### config.mk
export PLATFORM = sky130hd
export DESIGN_NAME = ram_bist_ctrl
export DESIGN_NICKNAME = d
export VERILOG_FILES = /design/src/rtl/ram_bist_ctrl.sv
export SDC_FILE = /design/constraint.sdc
export NUM_CORES = 1
export LEC_CHECK = 0
export ABC_AREA = 1
export CORE_MARGIN = 1
export CORE_UTILIZATION = 46
export CTS_BUF_LIST = sky130_fd_sc_hd__clkbuf_8
export DETAILED_ROUTE_END_ITERATION = 7
export PLACE_DENSITY = 0.74
export REMOVE_ABC_BUFFERS = 1
export SLEW_MARGIN = 10
export SYNTH_ARGS = -nofsm -noshare
export SYNTH_HDL_FRONTEND = slang
export SYNTH_SLANG_ARGS = --single-unit
export TNS_END_PERCENT = 20
### constraint.sdc
create_clock -name clk -period 2.5 [get_ports clk]
set_input_delay 0.25 -clock clk [delete_from_list [all_inputs] [get_ports clk]]
set_output_delay 0.25 -clock clk [all_outputs]
set_load 0.02 [all_outputs]
### src/rtl/ram_bist_ctrl.sv
`default_nettype none
// ============================================================================
// Module   : ram_bist_ctrl
// Brief    : Two-pass write/read-back march BIST for a single-port async-read
//            RAM; counts mismatches and records the first failing address.
// Revision : 1.0
// ============================================================================
module ram_bist_ctrl #(
    parameter int                 ADDR_W = 4,
    parameter int                 DATA_W = 8,
    parameter logic [DATA_W-1:0]  SEED   = 8'hA5
) (
    input  logic                clk,
    input  logic                reset,
    input  logic                start,
    output logic [ADDR_W-1:0]   ram_address,
    output logic [DATA_W-1:0]   ram_data_in,
    output logic                ram_write_en,
    input  logic [DATA_W-1:0]   ram_data_out,
    output logic                busy,
    output logic                done,
    output logic                pass_ok,
    output logic [ADDR_W+1:0]   error_count,
    output logic [ADDR_W-1:0]   first_fail_addr
);

    localparam logic [ADDR_W-1:0] ADDR_LAST = '1;

    typedef enum logic [1:0] {
        ST_IDLE  = 2'd0,
        ST_WRITE = 2'd1,
        ST_READ  = 2'd2,
        ST_DONE  = 2'd3
    } state_t;

    state_t              state_q, state_d;
    logic                pass_q, pass_d;
    logic [ADDR_W-1:0]   addr_q, addr_d;
    logic [DATA_W-1:0]   din_q, din_d;
    logic                we_q, we_d;
    logic [ADDR_W+1:0]   err_q, err_d;
    logic [ADDR_W-1:0]   ff_q, ff_d;

    // Pass 1 uses the complement so every cell sees both polarities of each bit.
    function automatic logic [DATA_W-1:0] pat(input logic [ADDR_W-1:0] a, input logic p);
        logic [DATA_W-1:0] v;
        v = SEED ^ DATA_W'(a);
        return p ? ~v : v;
    endfunction

    always_ff @(posedge clk or posedge reset) begin
        if (reset) begin
            state_q <= ST_IDLE;
            pass_q  <= 1'b0;
            addr_q  <= '0;
            din_q   <= '0;
            we_q    <= 1'b0;
            err_q   <= '0;
            ff_q    <= '0;
        end else begin
            state_q <= state_d;
            pass_q  <= pass_d;
            addr_q  <= addr_d;
            din_q   <= din_d;
            we_q    <= we_d;
            err_q   <= err_d;
            ff_q    <= ff_d;
        end
    end

    always_comb begin
        state_d = state_q;
        pass_d  = pass_q;
        addr_d  = addr_q;
        din_d   = din_q;
        we_d    = we_q;
        err_d   = err_q;
        ff_d    = ff_q;
        case (state_q)
            ST_IDLE, ST_DONE: begin
                we_d = 1'b0;
                if (start) begin
                    state_d = ST_WRITE;
                    pass_d  = 1'b0;
                    addr_d  = '0;
                    we_d    = 1'b1;
                    din_d   = pat('0, 1'b0);
                    err_d   = '0;
                    ff_d    = '0;
                end
            end
            ST_WRITE: begin
                if (addr_q == ADDR_LAST) begin
                    state_d = ST_READ;
                    addr_d  = '0;
                    we_d    = 1'b0;
                end else begin
                    addr_d  = addr_q + 1'b1;
                    din_d   = pat(addr_q + 1'b1, pass_q);
                    we_d    = 1'b1;
                end
            end
            ST_READ: begin
                we_d = 1'b0;
                // Case-inequality so X/Z from the RAM is reported as a fault.
                if (ram_data_out !== pat(addr_q, pass_q)) begin
                    err_d = err_q + 1'b1;
                    if (err_q == '0) begin
                        ff_d = addr_q;
                    end
                end
                if (addr_q == ADDR_LAST) begin
                    if (!pass_q) begin
                        state_d = ST_WRITE;
                        pass_d  = 1'b1;
                        addr_d  = '0;
                        we_d    = 1'b1;
                        din_d   = pat('0, 1'b1);
                    end else begin
                        state_d = ST_DONE;
                    end
                end else begin
                    addr_d = addr_q + 1'b1;
                end
            end
            default: state_d = ST_IDLE;
        endcase
    end

    assign ram_address     = addr_q;
    assign ram_data_in     = din_q;
    assign ram_write_en    = we_q;
    assign busy            = (state_q == ST_WRITE) || (state_q == ST_READ);
    assign done            = (state_q == ST_DONE);
    assign pass_ok         = (state_q == ST_DONE) && (err_q == '0);
    assign error_count     = err_q;
    assign first_fail_addr = ff_q;

endmodule
`default_nettype wire

### Word level (Yosys, flattened, before mapping)

Cells that the tools add are included.

| operators by class | value |
|---|---|
| $add $sub $neg | 2 |
| equal/unequal tests | 13 |
| muxes and demuxes | 31 |
| bitwise gates (word level) | 4 |
| reductions and logical operators | 12 |

Operators with widths:

| kind | number |
|---|---|
| $mux 8 | 6 |
| $mux 4 | 6 |
| $pmux 8 s3 | 1 |
| $not 8->8 | 2 |
| $ne 2x2->1 const B | 7 |
| $mux 6 | 2 |
| $pmux 4 s3 | 1 |
| $pmux 6 s2 | 1 |
| $reduce_and 3->1 | 3 |
| $mux 2 | 4 |
| $nex 8x8->1 | 1 |
| $not 2->4 | 2 |
| $pmux 4 s2 | 1 |
| $reduce_and 4->1 | 2 |
| $add 6x1->6 const B | 1 |
| $logic_not 6->1 | 1 |
| $mux 1 | 6 |
| $pmux 2 s3 | 1 |
| $add 4x1->4 const B | 1 |
| $eq 2x2->1 const B | 2 |
| $eq 4x4->1 const B | 1 |
| $ne 3x3->1 const B | 1 |
| $pmux 1 s3 | 1 |
| $eq 2x1->1 const B | 1 |
| 7 further kinds | 7 |

| storage, ports and cells | value |
|---|---|
| flip-flop bits (word level) | 26 |
| bits of input ports | 11 |
| output and inout port bits | 26 |

### Depth between registers and ports, before layout

Gate-level depths: netlist of the first run.

| logic depth | value |
|---|---|
| depth in word-level cells | 6 |
| gate-level depth with buffers | 10 |

### Worst setup path before layout of the first run

No wires, ideal clock.

| timing | value |
|---|---|
| path kind | register to register |
| start point | register state_q[0] |
| end point | register din_q[6] (netlist: ram_data_in[6]) |
| library setup time | 0.121 ns |
| data arrival time | 1.534 ns |
| required time | 2.379 ns |
| setup slack | 0.845 ns |
| stages on the path, launching flop included | 8 |
| buffers on the path | 0 |
| period minus slack after synthesis | 1.655 ns |
| cell sequence | dfrtp_1 -> inv_1 -> ha_1 -> inv_2 -> nor2_4 -> nor2_4 -> nand2_4 -> a22o_1 |

| between the ends | value |
|---|---|
| longest elaborated chain between the ends | 4 |
| elaborated cells between the ends (all ways) | 11 |

RTL lines:

| element | line | RTL |
|---|---|---|
| from (decl) | 36 | `state_t state_q, state_d;` |
| from (signal assigned) | 61 | `state_q <= state_d;` |
| $eq 2x2->1 or $logic_not 2->1 (tied branches) | 79 | `case (state_q)` |
| $reduce_or 2->1 | 79 |  |
| $ne 2x2->1 (no source line) | - |  |
| $reduce_and 4->1 (no source line) | - |  |
| to (signal assigned) | 64 | `din_q <= din_d;` |
| to (decl) | 39 | `logic [DATA_W-1:0] din_q, din_d;` |

Several ways; a longest one is shown, not always the timed one.
A chain may end at the register's enable or synchronous reset.

### Final worst setup path of the first run

| timing | value |
|---|---|
| start point | register state_q[0] |
| end point | output busy |

| between the ends | value |
|---|---|
| longest elaborated chain between the ends | 2 |
| elaborated cells between the ends (all ways) | 3 |

RTL lines:

| element | line | RTL |
|---|---|---|
| $eq 2x1->1 or $eq 2x2->1 (tied branches) | 133 | `assign busy = (state_q == ST_WRITE) \|\| (state_q == ST_READ);` |
| $logic_or 1x1->1 (*) | 133 |  |
| to (decl) | 20 | `output logic busy,` |

Every way passes the cells marked *; elsewhere a longest branch is shown, timed or not.

==> flow_results.org, run 1 <==
** Outcome
- The flow ran to the end, and the final reports show no timing, DRC or antenna violations.

** Finish
- The multi-input combinational cells in the finished layout cover a total of 826 um2.
- Final-stage net count :: 278
- 0 antenna diodes ended up in the layout.
- In the final layout, the share of cells above drive strength 1 is 6.95%.
- Compared with the post-synthesis result, the final layout area differs by 27.0%.
- Final-layout fill cell count :: 321
- Across the whole layout, storage elements account for 601 um2.

** Synthesis
- Register bit count reported by yosys :: 24
- Among all flip-flop cells after synthesis, the most frequent one is sky130_fd_sc_hd__dfrtp_1.
- In this run, synthesis inferred 0 flip-flops with an integrated enable.
- Fraction of the yosys area taken by sequential cells :: 37.4%
- Summing the areas of all compound-gate instances in the mapped netlist gives 10.7% of the synthesized area.
- After Yosys synthesis, XOR and XNOR cells account for 1.09% of the synthesized area.
- Cells after synthesis :: 225
- Share of synthesized area spent on multiplexers :: 0%
- In this run the cell area of the synthesized design comes to 1610 um2.
- Summing the areas of all fa, ha and maj instances in the mapped netlist gives 5.45% of the synthesized area.
- Mean cell area of the mapped netlist :: 7.15 um2
- The synthesized netlist devotes 34.1% of its cell area to simple gates.
- Number of library cell types mapped by synthesis :: 28
- Dominant combinational cell family by area after synthesis :: simple AND/OR/NAND/NOR gates
- Of all flip-flops after synthesis, the portion carrying an async set or reset was 100%.
- During synthesis, Yosys emitted a total of 0 warnings.

** Power
- The worst-case IR drop observed on VDD is 0.556 mV.
- Pwr/cell area :: 1080 nW/um2
- Leakage power :: 1.05 nW

** Global route
- Largest net degree at the start of global routing :: 25
- The first global-routing pass estimated 5900 um of wire.
- Number of global-route vias before repair :: 1,281
- GRT Residual Overflow :: 0
- In the global route stage, overall resource usage came out at 20.9%.
- The initial antenna violation count is 0.

** Worst setup path
- Critical path's slowest cell :: sky130_fd_sc_hd__clkdlybuf4s50_1
- Traced cell by cell, the critical path runs through inv_1, ha_1, inv_2, clkdlybuf4s50_1.
- Of all nets on the critical path, the largest fanout is 8.
- The critical path is of the flip-flop to output pin type.
- Stage delay of the slowest cell on the critical path :: 0.63 ns
- Required time reported for the critical path endpoint :: 2.25 ns
- STA classifies the critical path endpoint as an output pin.
- The worst setup path is launched from a flip-flop.
- At the worst endpoint, the arrival time is 1.95 ns.

** STA
- Post-Route Hold Slack :: 0.338 ns
- Transition time at the pin with the least slew margin :: 0.570 ns
- The number of slew-limit violations in the final report was 0.
- Derived from the worst setup path, the maximum achievable clock frequency is 0.454 GHz.
- Setup violations remaining at the end of the flow were counted as 0.
- Total Negative Setup Slacks :: 0 ns
- Headroom to the max-slew limit came out at 62.0%.
- RSZ-0062 raised after global routing :: false
- The clock arrives with 0.00333 ns of skew.
- Final Critical Period :: 2.20 ns
- Tcrit/Tclk final :: 88.1%
- The count of final hold-check violations came to 0.
- Setup slack on the critical path of the routed design comes to 0.297 ns.

** CTS
- In this run the number of H-tree levels came out at 1.
- Number of buffers inserted during clock tree synthesis :: 3
- After clock tree synthesis, the clock-pin slew on the worst setup and hold paths is 0.09 ns.
- TritonCTS clock tree :: done
- The number of setup buffers added after CTS is 0.
- Post-CTS repair changed the size of 0 cells.
- In this run the clock root is driven by a sky130_fd_sc_hd__clkbuf_8.
- CTS saw 24 sinks.
- The clock passes through at most 2 buffers.
- After clock tree synthesis, the flow added hold-fix buffers numbering 0.
- Clk Latency, worst-skew pair :: 0.26 ns

** Placement
- Worst setup slack after placement :: 0.602 ns
- Detailed Place HPWL :: 2590 um
- At the end of routability-driven placement, the weighted congestion stood at 0.872.
- IO Port Bufs :: 36

** Route
- In this run the remaining antenna-violating nets after routing total 0.
- Initial detailed-routing violation count :: 77
- The final layout contains routed wiring with a total length of 3530 um.
- Via density per instance :: 4.93
- Count of unresolved DRC violations after routing :: 0
- Post-DR wirelength/cell :: 11.6 um
- The routed layout has 1,503 vias.
- Drt pass-1 iters :: 5

** Die
- Core area :: 3340 um2
- Starting density of the core :: 48.2%
- The die covers 3740 um2.
- In this run the vertical extent of the chip is 61.1 um.
- In this run the core area contains 21 standard-cell rows.
- Number of ports placed on the die boundary :: 37
- The die is 61.1 um wide.

** Flow run
- Total of max-cap violations :: 0

** Hold path
- Worst min-delay path class :: input pin to asynchronous set/reset pin
[cells by family after synthesis]
group / count (synthesis)
compound gates: 31
xor+xnor: 2
fa+ha+maj: 7
buf+inv: 42
flops: 24
simple gates: 119
[final timing paths]
kind / from / endpoint / slack [ns] / cells after the start
hold reg to reg: first_fail_addr[0] / first_fail_addr[0] / 0.47 / 2
max in group asynchronous: reset / ram_data_in[2] / 1.92 / 3
min in group clk: first_fail_addr[0] / first_fail_addr[0] / 0.47 / 2
hold / removal: reset / ram_data_in[3] / 0.34 / 3
setup / recovery: state_q[0] / busy / 0.30 / 4
setup reg to reg: state_q[0] / first_fail_addr[1] / 0.59 / 7
[worst max-delay path, delay by kind of cell, from the launching register on]
kind | cells | cell delay [ns]
adders and majority gates | 1 | 0.39
buffers and inverters | 3 | 0.87
DFF | 1 | 0.42
[sequential cells by signal, indices dropped and copies added, names as in the netlist]
name / flops
ram_write_en: 1
first_fail_addr: 4
error_count: 6
state_q: 2
ram_data_in: 6
ram_address: 4
pass_q: 1
[area by class of cell]
type | instances | area share (%)
Clock buffer | 4 | 2.70
Tap cell | 46 | 2.82
Multi-Input combinational cell | 159 | 40.4
Inverter | 34 | 6.25
Sequential cell | 24 | 29.4
Timing Repair Buffer | 38 | 18.4
[per-stage QoR]
step / util (%) / cells / power [W] / area [um2]
after detailed placement: 59.5 / 301 / 0.00195 / 1990
after floorplan: - / 217 / 0.00148 / 1550
after global placement: 59.5 / 301 / 0.00194 / 1990
after global routing: 61.2 / 305 / 0.00241 / 2040
after CTS: 61.2 / 305 / 0.00222 / 2040
final: 61.2 / 305 / 0.00221 / 2040
[where the power goes]
group          leakage [nW]  total [W]  internal, W  switching (W)
clock network        0.0288   0.000265     0.000140       0.000124
registers             0.317   0.000621     0.000503       0.000118
logic                 0.702    0.00133     0.000514       0.000816
total                  1.05    0.00221      0.00116        0.00106
[metal layers]
| layer | part of all wire, % | wire, um | global-route usage, % | up-vias |
|---|---|---|---|---|
| met2 | 46 | 1620 | 31.5 | 50 |
| met1 | 49 | 1750 | 32.2 | 664 |
| met3 | 4.7 | 167 | 1.89 | 0 |
| li1 | - | - | - | 789 |
| met4 | 0 | 0 | 4.87 | 0 |
| met5 | 0 | 0 | 0 | - |
[cell usage after synthesis (2+ instances only)]
master                    count  share of area (%)
sky130_fd_sc_hd__buf_2        4                1.2
sky130_fd_sc_hd__nor3_1       2               0.62
sky130_fd_sc_hd__nor2_1      14                3.3
sky130_fd_sc_hd__nand2_1     69                 16
sky130_fd_sc_hd__nand3_1     15                4.7
sky130_fd_sc_hd__nand4_1     10                3.9
sky130_fd_sc_hd__ha_1         7                5.4
sky130_fd_sc_hd__nor2_4       3                2.1
sky130_fd_sc_hd__dfrtp_1     24                 37
sky130_fd_sc_hd__inv_1       31                7.2
sky130_fd_sc_hd__o21ai_0     13                4.0
sky130_fd_sc_hd__a21oi_1     11                3.4
sky130_fd_sc_hd__buf_4        3                1.4
sky130_fd_sc_hd__inv_2        3               0.70
sky130_fd_sc_hd__nand3_2      3                1.9
[cell usage in the layout, fill, tap and decap left out]
| cell type | instances |
|---|---|
| sky130_fd_sc_hd__nand2_1 | 69 |
| sky130_fd_sc_hd__clkdlybuf4s50_1 | 36 |
| sky130_fd_sc_hd__inv_1 | 31 |
| sky130_fd_sc_hd__dfrtp_1 | 24 |
| sky130_fd_sc_hd__nand3_1 | 15 |
| sky130_fd_sc_hd__nor2_1 | 14 |
| sky130_fd_sc_hd__o21ai_0 | 13 |
| sky130_fd_sc_hd__a21oi_1 | 11 |
| sky130_fd_sc_hd__nand4_1 | 10 |
| sky130_fd_sc_hd__ha_1 | 7 |
| sky130_fd_sc_hd__clkbuf_8 | 4 |
| sky130_fd_sc_hd__inv_2 | 3 |
| sky130_fd_sc_hd__nor2_4 | 3 |
| sky130_fd_sc_hd__nand3_2 | 3 |
| sky130_fd_sc_hd__nor3_1 | 2 |
| sky130_fd_sc_hd__buf_4 | 2 |
| sky130_fd_sc_hd__o21bai_1 | 1 |
| sky130_fd_sc_hd__nand2_4 | 1 |
| sky130_fd_sc_hd__a22o_1 | 1 |
| sky130_fd_sc_hd__xnor2_1 | 1 |
| sky130_fd_sc_hd__o22ai_1 | 1 |
| sky130_fd_sc_hd__a21o_1 | 1 |
| sky130_fd_sc_hd__nor2_2 | 1 |
| sky130_fd_sc_hd__nand3b_1 | 1 |
| sky130_fd_sc_hd__a21oi_2 | 1 |
| sky130_fd_sc_hd__a31oi_1 | 1 |
| sky130_fd_sc_hd__xor2_1 | 1 |
| sky130_fd_sc_hd__o31ai_1 | 1 |
Note: power is estimated with default switching activity, not from simulation.
==> inputs of run 2 (changes only) <==
- ABC_AREA: 1 -> unset
- PLACE_DENSITY: 0.74 -> 0.76
- SLEW_MARGIN: 10 -> unset
==> flow_results.org, run 2 <==
** CTS
- TritonCTS built the clock tree.
- Cell at the root of the clock tree :: sky130_fd_sc_hd__clkbuf_8
- The post-CTS setup buffer count is 0 (unchanged).
- The clock input transition at the sequential cells of the worst setup and hold paths came to 0.09 ns (about the same).
- Level count of the clock H-tree :: 1 (unchanged)
- Num Clock Sinks :: 24 (unchanged)
- Number of buffers inserted during clock tree synthesis :: 3 (unchanged)
- The clock tree buffer depth is 2 (unchanged).
- The clock latency of the later-clocked register in the worst-skew pair is 0.27 ns (about the same).
- The post-cts sizing count is 0 (unchanged).
- Number of buffers inserted for hold repair after clock tree synthesis :: 0 (unchanged)

** Placement
- The HPWL after detailed placement came to 2460 um (-4.8%).
- The cell count after placement is 219 (-27%).
- IO Port Bufs :: 36 (unchanged)
- Placer congestion estimate :: 0.793 (-9.1%)
- The worst slack at placement was 0.143 ns (-0.459 ns).

** Global route
- Wire length of the first global-routing pass :: 5360 um (-9.1%)
- Overall Global Routing Usage :: 21.0% (+0.050 points)
- The overflow left after global routing was 0 (unchanged).
- The pin count of the biggest net entering global routing is 25 (unchanged).
- The initial antenna violation count was 0 (unchanged).
- The via count of the first global-routing pass was 1,196 (-6.6%).

** Power
- The power density over the cells was 1040 nW/um2 (-4.3%).
- The internal power component is 0.00117 W (+1.2%).
- The switching part of the total came to 40.5% (-7.3 points).
- The combinational share of power was 54.0% (-6.0 points).
- The share of total power in sequential cells is 28.9% (+0.9 points).
- Leakage power :: 0.805 nW (-23%)
- Highest ir drop seen on vdd :: 0.580 mV (+4.1%)
- The portion of total power attributed to the clock network came to 17.1% (+5.2 points).
- The switching power came to 0.000797 W (-25%).

** Die
- Number of standard-cell rows in the floorplan :: 19 (-9.5%)
- The starting density of the core came to 50.2% (+2.0 points).
- Total Die Area :: 3310 um2 (-11%)
- The area of the placeable core was 2830 um2 (-15%).
- Die height :: 57.6 um (-5.8%)
- The count of pins on the block boundary came to 37 (unchanged).
- Die width :: 57.6 um (-5.8%)

** Synthesis
- Post-Synthesis Cell Area :: 1420 um2 (-12%)
- Post-synth top area share :: 42.3% (+4.9 points)
- Cells after synthesis :: 155 (-31%)
- The number of enable flip-flop cells after synthesis came to 0 (unchanged).
- In the synthesized netlist the dominant register cell turns out to be sky130_fd_sc_hd__dfrtp_1.
- Of all cell types, the one taking the most synthesized area is sky130_fd_sc_hd__dfrtp_1.
- Fraction of the yosys area taken by sequential cells :: 42.3% (+4.9 points)
- Total of warnings raised by yosys :: 0 (unchanged)
- Mean cell area of the mapped netlist :: 9.16 um2 (+28%)
- The number of synthesized register bits is 24 (unchanged).
- Most instantiated library cell after synthesis :: sky130_fd_sc_hd__dfrtp_1
- Number of library cell types mapped by synthesis :: 36 (+29%)
- The post-synthesis async set-or-reset flop share came to 100% (unchanged).
- In the post-synthesis netlist, the biggest area contributors are sky130_fd_sc_hd__dfrtp_1, sky130_fd_sc_hd__ha_1, sky130_fd_sc_hd__nand2_1.
- By count the netlist is led by sky130_fd_sc_hd__dfrtp_1, sky130_fd_sc_hd__nand2_1, sky130_fd_sc_hd__inv_1, sky130_fd_sc_hd__nand3_1, sky130_fd_sc_hd__o21ai_0.

** Finish
- Fraction of final layout cells sized beyond drive strength 1 :: 6.77% (-0.18 points)
- Final-layout fill cell count :: 228 (-29%)
- Commonest cells after routing, fill and taps aside :: sky130_fd_sc_hd__clkdlybuf4s50_1, sky130_fd_sc_hd__dfrtp_1, sky130_fd_sc_hd__nand2_1
- Final-stage net count :: 211 (-24%)
- The number of antenna cells inserted is 0 (unchanged).
- From synthesis to final layout, the design area changed by 33.5%.
- The library cell used most frequently in the layout, excluding fill and tap cells, is sky130_fd_sc_hd__clkdlybuf4s50_1.
- Final cell count without fillers :: 223 (-27%)

** Route
- The number of violations reported at the end of detailed-routing iteration 0 is 77 (unchanged).
- Wire length reported by the detailed router :: 3240 um (-8.4%)
- The via count normalized by instance count was 5.71 (+16%).
- Via total after detailed routing :: 1,273 (-15%)
- The number of remaining DRC errors came to 3 (+3).
- The detailed-router iteration count before antenna repair is 6 (+1).
- Number of nets with antenna violations after routing :: 0 (unchanged)
- The average wire length per cell after detail routing is 14.5 um (+25%).

** STA
- Final Hold Violating Endpoints :: 0 (unchanged)
- The final setup TNS is 0 ns (unchanged).
- The minimum clock period came to 2.26 ns (+0.0584 ns).
- The number of slew-limit violations in the final report came to 0 (unchanged).
- Post-Route Hold Slack :: 0.321 ns (-0.0162 ns)
- The setup slack of the critical path after layout was 0.238 ns (-0.0584 ns).
- The relative slew slack is 45.7% (-16 points).
- RSZ-0062 raised after global routing :: false
- The worst-case clock skew is 0.0117 ns (+0.00838 ns).
- The achievable clock frequency came to 0.442 GHz (-2.6%).
- Endpoints failing setup :: 0 (unchanged)
- Tcrit/Tclk final :: 90.5% (+2.3 points)
- Transition time at the pin with the least slew margin :: 0.811 ns (+0.242 ns)

** Worst setup path
- In this run the critical register-to-register path is captured at first_fail_addr[2].
- Setup slack of the most critical reg-to-reg path :: 0.37 ns (-0.22 ns)
- STA classifies the critical path endpoint as an output pin.
- The highest net fanout along the worst path is 11 (+3).
- The critical path is of the flip-flop to output pin type.
- Element type at the critical path start :: flip-flop
- Required time reported for the critical path endpoint :: 2.25 ns (about the same)
- In this run the critical register-to-register path is launched from ram_address[1].
- The signal arrival time at the worst endpoint came to 2.01 ns (+0.06 ns).
- The number of cells on the worst reg-to-reg path was 6 (-1).

** Outcome
- Violations in the final reports :: DRC
- Status :: complete, but fails checks

** Hold path
- In this run the worst hold path is classified as input pin to asynchronous set/reset pin.

** Flow run
- The reported max-cap violation count is 0 (unchanged).
## run 2: cell types whose count changed after synthesis, moves of 4 or more
cell                       change
sky130_fd_sc_hd__clkbuf_1      +5
sky130_fd_sc_hd__a22o_1        +5
sky130_fd_sc_hd__nand2_1      -55
sky130_fd_sc_hd__inv_1        -20
sky130_fd_sc_hd__nor2_1        -8
sky130_fd_sc_hd__nand3_1       -5
sky130_fd_sc_hd__o31ai_1       +6
sky130_fd_sc_hd__xor2_1        +4
sky130_fd_sc_hd__o21ai_0       -4
sky130_fd_sc_hd__nand4_1       -8
## run 2: cells by family after synthesis
group                    after synthesis  synth area share, %
XOR/XNOR                               9                 5.55
multiplexers                           1                0.705
AND/OR/NAND/NOR                       47                 16.8
buffers and inverters                 22                 6.78
adder cells (fa/ha/maj)                7                 6.17
AO/OA/AOI/OAI                         45                 21.7
flip-flops                            24                 42.3
## run 2: power by group through the flow
stage,Combinational (W),Clock [W],Sequential [W]
floorplan,0.000512,0,0.000699
global placement,0.00104,0,0.000572
detailed placement,0.00106,0,0.000578
CTS,0.00107,0.000352,0.000569
global route,0.00116,0.000361,0.000584
finish,0.00106,0.000337,0.000569
## run 2: through the flow
stage	cell area (um2)	utilization, %	power (W)
floorplan	1370	-	0.00121
global placement	1820	64.5	0.00161
detailed placement	1820	64.5	0.00164
CTS	1900	67.0	0.00199
global route	1900	67.0	0.00211
finish	1900	67.0	0.00197
## run 2: critical path: stages, from the launching register on
cell	delay, ns
sky130_fd_sc_hd__dfrtp_1	0.43
sky130_fd_sc_hd__inv_1	0.06
sky130_fd_sc_hd__ha_1	0.43
sky130_fd_sc_hd__inv_1	0.19
sky130_fd_sc_hd__clkdlybuf4s50_1	0.62
## run 2: worst max path at each step
stage	start	to	slack, ns	cells after the start
detailed placement	ram_data_out[4]	first_fail_addr[0]	0.14	7
global placement	ram_data_out[4]	first_fail_addr[3]	0.18	7
finish	state_q[0]	busy	0.24	4
global route	state_q[0]	busy	0.14	4
floorplan	state_q[0]	first_fail_addr[0]	0.14	7
CTS	state_q[0]	busy	0.22	4
## run 2: final cells by class
cell class	count	area (um2)	share of cell area [%]
inverter	11	41.3	2.18
sequential	24	601	31.7
multi-input combinational	109	723	38.2
clock inverter	1	30.0	1.58
tap	31	38.8	2.05
timing repair buffer	44	420	22.2
clock buffer	3	41.3	2.18
## run 2: routing by layer
metal	GRT usage (%)	up-vias	routed length, um
li1	-	628	-
met1	26.2	616	1490
met2	37.9	27	1640
met3	3.40	2	99
met4	4.53	0	9
met5	0	-	0
==> inputs of run 3 (changes only) <==
- CELL_PAD_IN_SITES_DETAIL_PLACEMENT: unset -> 0
- CELL_PAD_IN_SITES_GLOBAL_PLACEMENT: unset -> 1
- CORE_UTILIZATION: 46 -> 40
- PLACE_DENSITY: 0.76 -> unset
- PLACE_DENSITY_LB_ADDON: unset -> 0.1
- TNS_END_PERCENT: 20 -> 5
==> flow_results.org, run 3 (synthesis gave the netlist of run 2 again) <==
** Outcome
- The run finished with clean final reports.

** Finish
- Leaving out fill and tap cells, the most frequent cells in the layout are sky130_fd_sc_hd__clkdlybuf4s50_1, sky130_fd_sc_hd__dfrtp_1, sky130_fd_sc_hd__nand2_1.
- Final-stage net count :: 212 (+0.47%)
- Antenna cell count :: 0 (unchanged)
- The post-route cell area is 1920 um2 (+1.4%).
- Leaving out fill and tap cells, the most frequent cell in the layout is sky130_fd_sc_hd__clkdlybuf4s50_1.
- Final-layout fill cell count :: 323 (+42%)
- Fraction of final layout cells sized beyond drive strength 1 :: 7.25% (+0.48 points)
- Syn-to-layout area delta :: 35.3%

** STA
- The minimum clock period is 2.25 ns (-0.0166 ns).
- Final Hold Violating Endpoints :: 0 (unchanged)
- The relative slew slack was 71.5% (+26 points).
- Post-route clock skew :: 0.00532 ns (-0.00639 ns)
- The pin slew with the least headroom to its limit is 0.424 ns (-0.388 ns).
- Post-Route Hold Slack :: 0.316 ns (-0.00538 ns)
- Total Negative Setup Slacks :: 0 ns (unchanged)
- The achievable clock frequency was 0.445 GHz (+0.74%).
- Post-route worst setup slack :: 0.255 ns (+0.0166 ns)
- Endpoints failing setup :: 0 (unchanged)
- The number of slew-limit violations in the final report is 0 (unchanged).
- The final clock period utilization by the worst path came to 89.8% (-0.66 points).
- Setup repair after global routing left no endpoint under its margin.

** CTS
- The tree is rooted in a sky130_fd_sc_hd__clkbuf_8.
- The post-cts sizing count was 0 (unchanged).
- Clk Latency, worst-skew pair :: 0.27 ns (about the same)
- The total clock sinks came to 24 (unchanged).
- The maximum level of the CTS H-tree came to 1 (unchanged).
- The clock input transition at the sequential cells of the worst setup and hold paths was 0.09 ns (about the same).
- The post-CTS setup buffer count is 0 (unchanged).
- Number of buffers inserted for hold repair after clock tree synthesis :: 0 (unchanged)
- TritonCTS built the clock tree.
- Number of buffers inserted during clock tree synthesis :: 3 (unchanged)
- Buffer levels on the longest clock path :: 2 (unchanged)

** Route
- The via count normalized by instance count is 5.25 (-8.0%).
- Post-DR wirelength/cell :: 13.4 um (-7.9%)
- The total via count after detailed routing was 1,255 (-1.4%).
- The detailed-routed wire length on met2 came to 1450 um (-12%).
- DRT met1 WL :: 1600 um (+7.7%)
- Drt pass-1 iters :: 4 (-2)
- The number of remaining DRC errors came to 0 (-3).
- The count of antenna-violating nets left after detailed routing was 0 (unchanged).
- Routed length on met3 :: 96 um (-3.0%)
- Initial detailed-routing violation count :: 73 (-5.2%)
- The routed wire length came to 3190 um (-1.3%).
- Routed signal wires occupy layers up through met4.

** Die
- The overall die area was 3790 um2 (+14%).
- Number of ports placed on the die boundary :: 37 (unchanged)
- The number of cell rows was 21 (+2).
- The area of the placeable core came to 3360 um2 (+19%).
- The starting density of the core came to 42.2% (-8.0 points).
- Die height :: 61.6 um (+7.0%)
- Die width :: 61.6 um (+7.0%)

** Power
- Switching portion of total power :: 40.6% (about the same)
- Part of the power in the clock network :: 17.2% (about the same)
- The static leakage was 0.810 nW (+0.65%).
- Pwr/cell area :: 1030 nW/um2 (-0.38%)
- The share of total power in sequential cells came to 29.1% (+0.2 points).
- Internal power summed over all cells :: 0.00118 W (+0.97%)
- The combinational share of power came to 53.6% (-0.4 points).
- The switching power came to 0.000806 W (+1.1%).
- Highest ir drop seen on vdd :: 0.600 mV (+3.6%)

** Worst setup path
- Arrival @ worst endpoint :: 2.00 ns (about the same)
- By startpoint and endpoint, the worst setup path is classified as flip-flop to output pin.
- The startpoint identified for the worst register-to-register timing path is ram_address[1].
- The highest net fanout along the worst path is 11 (unchanged).
- Required time reported for the critical path endpoint :: 2.25 ns (about the same)
- The flop-to-flop setup slack came to 0.29 ns (-0.08 ns).
- Element type at the critical path start :: flip-flop
- Timing startpoint of the critical path :: state_q[0]
- Critical path capture point type :: output pin

** Global route
- Number of global-route vias before repair :: 1,173 (-1.9%)
- The wire length of the first global-routing pass was 5160 um (-3.7%).
- Largest net degree at the start of global routing :: 25 (unchanged)
- GRT Residual Overflow :: 0 (unchanged)
- Antenna violations before repair :: 0 (unchanged)
- The all-layer global routing usage came to 18.5% (-2.4 points).

** Placement
- The placer congestion estimate was 0.776 (-2.1%).
- Worst setup slack after placement :: 0.109 ns (-0.0341 ns)
- The post-placement cell area is 1840 um2 (+0.62%).
- IO Port Bufs :: 36 (unchanged)
- Detailed Place HPWL :: 2360 um (-4.1%)

** Hold path
- The tightest min-delay check is of the input pin to asynchronous set/reset pin type.

** Flow run
- The reported max-cap violation count is 0 (unchanged).
==> run 3: final timing paths <==
check                                endpoint  cells past startpoint
max in group asynchronous      ram_data_in[6]                      3
hold / removal                 error_count[0]                      3
setup reg to reg           first_fail_addr[1]                      6
min in group clk               ram_data_in[2]                      1
setup / recovery                         busy                      4
hold reg to reg                ram_data_in[2]                      1
==> run 3: cell type report <==
type	instances	area (um2)	area share [%]
well taps	46	57.6	2.99
repair buffers	45	428	22.3
inverters	11	41.3	2.15
flip-flops and latches	24	601	31.3
clock buffers	3	41.3	2.15
multi-input cells	109	723	37.6
clock inverters	1	30.0	1.56
==> run 3: layer usage <==
metal  track usage [%]  vias to the layer above
met3              2.52                        5
met1              25.1                      598
li1                  -                      628
met4              6.67                        0
met5                 0                        -
met2              30.3                       24
==> run 3: through the flow <==
| stage | cells | total power, W | utilization, % |
|---|---|---|---|
| after global routing | 239 | 0.00213 | 57.1 |
| final | 239 | 0.00199 | 57.1 |
| after detailed placement | 233 | 0.00163 | 54.6 |
| after global placement | 233 | 0.00161 | 54.6 |
| after CTS | 237 | 0.00198 | 56.7 |
| after floorplan | 144 | 0.00121 | - |
==> run 3: worst max-delay path, stage by stage, from the launching register on <==
cell	delay (ns)
sky130_fd_sc_hd__dfrtp_1	0.42
sky130_fd_sc_hd__inv_1	0.06
sky130_fd_sc_hd__ha_1	0.43
sky130_fd_sc_hd__inv_1	0.18
sky130_fd_sc_hd__clkdlybuf4s50_1	0.63
==> run 3: power groups by stage <==
stage | logic (W) | clock network, W | registers [W]
finish | 0.00107 | 0.000342 | 0.000579
global route | 0.00117 | 0.000369 | 0.000597
CTS | 0.00105 | 0.000348 | 0.000581
detailed placement | 0.00104 | 0 | 0.000588
global placement | 0.00103 | 0 | 0.000581
floorplan | 0.000512 | 0 | 0.000699
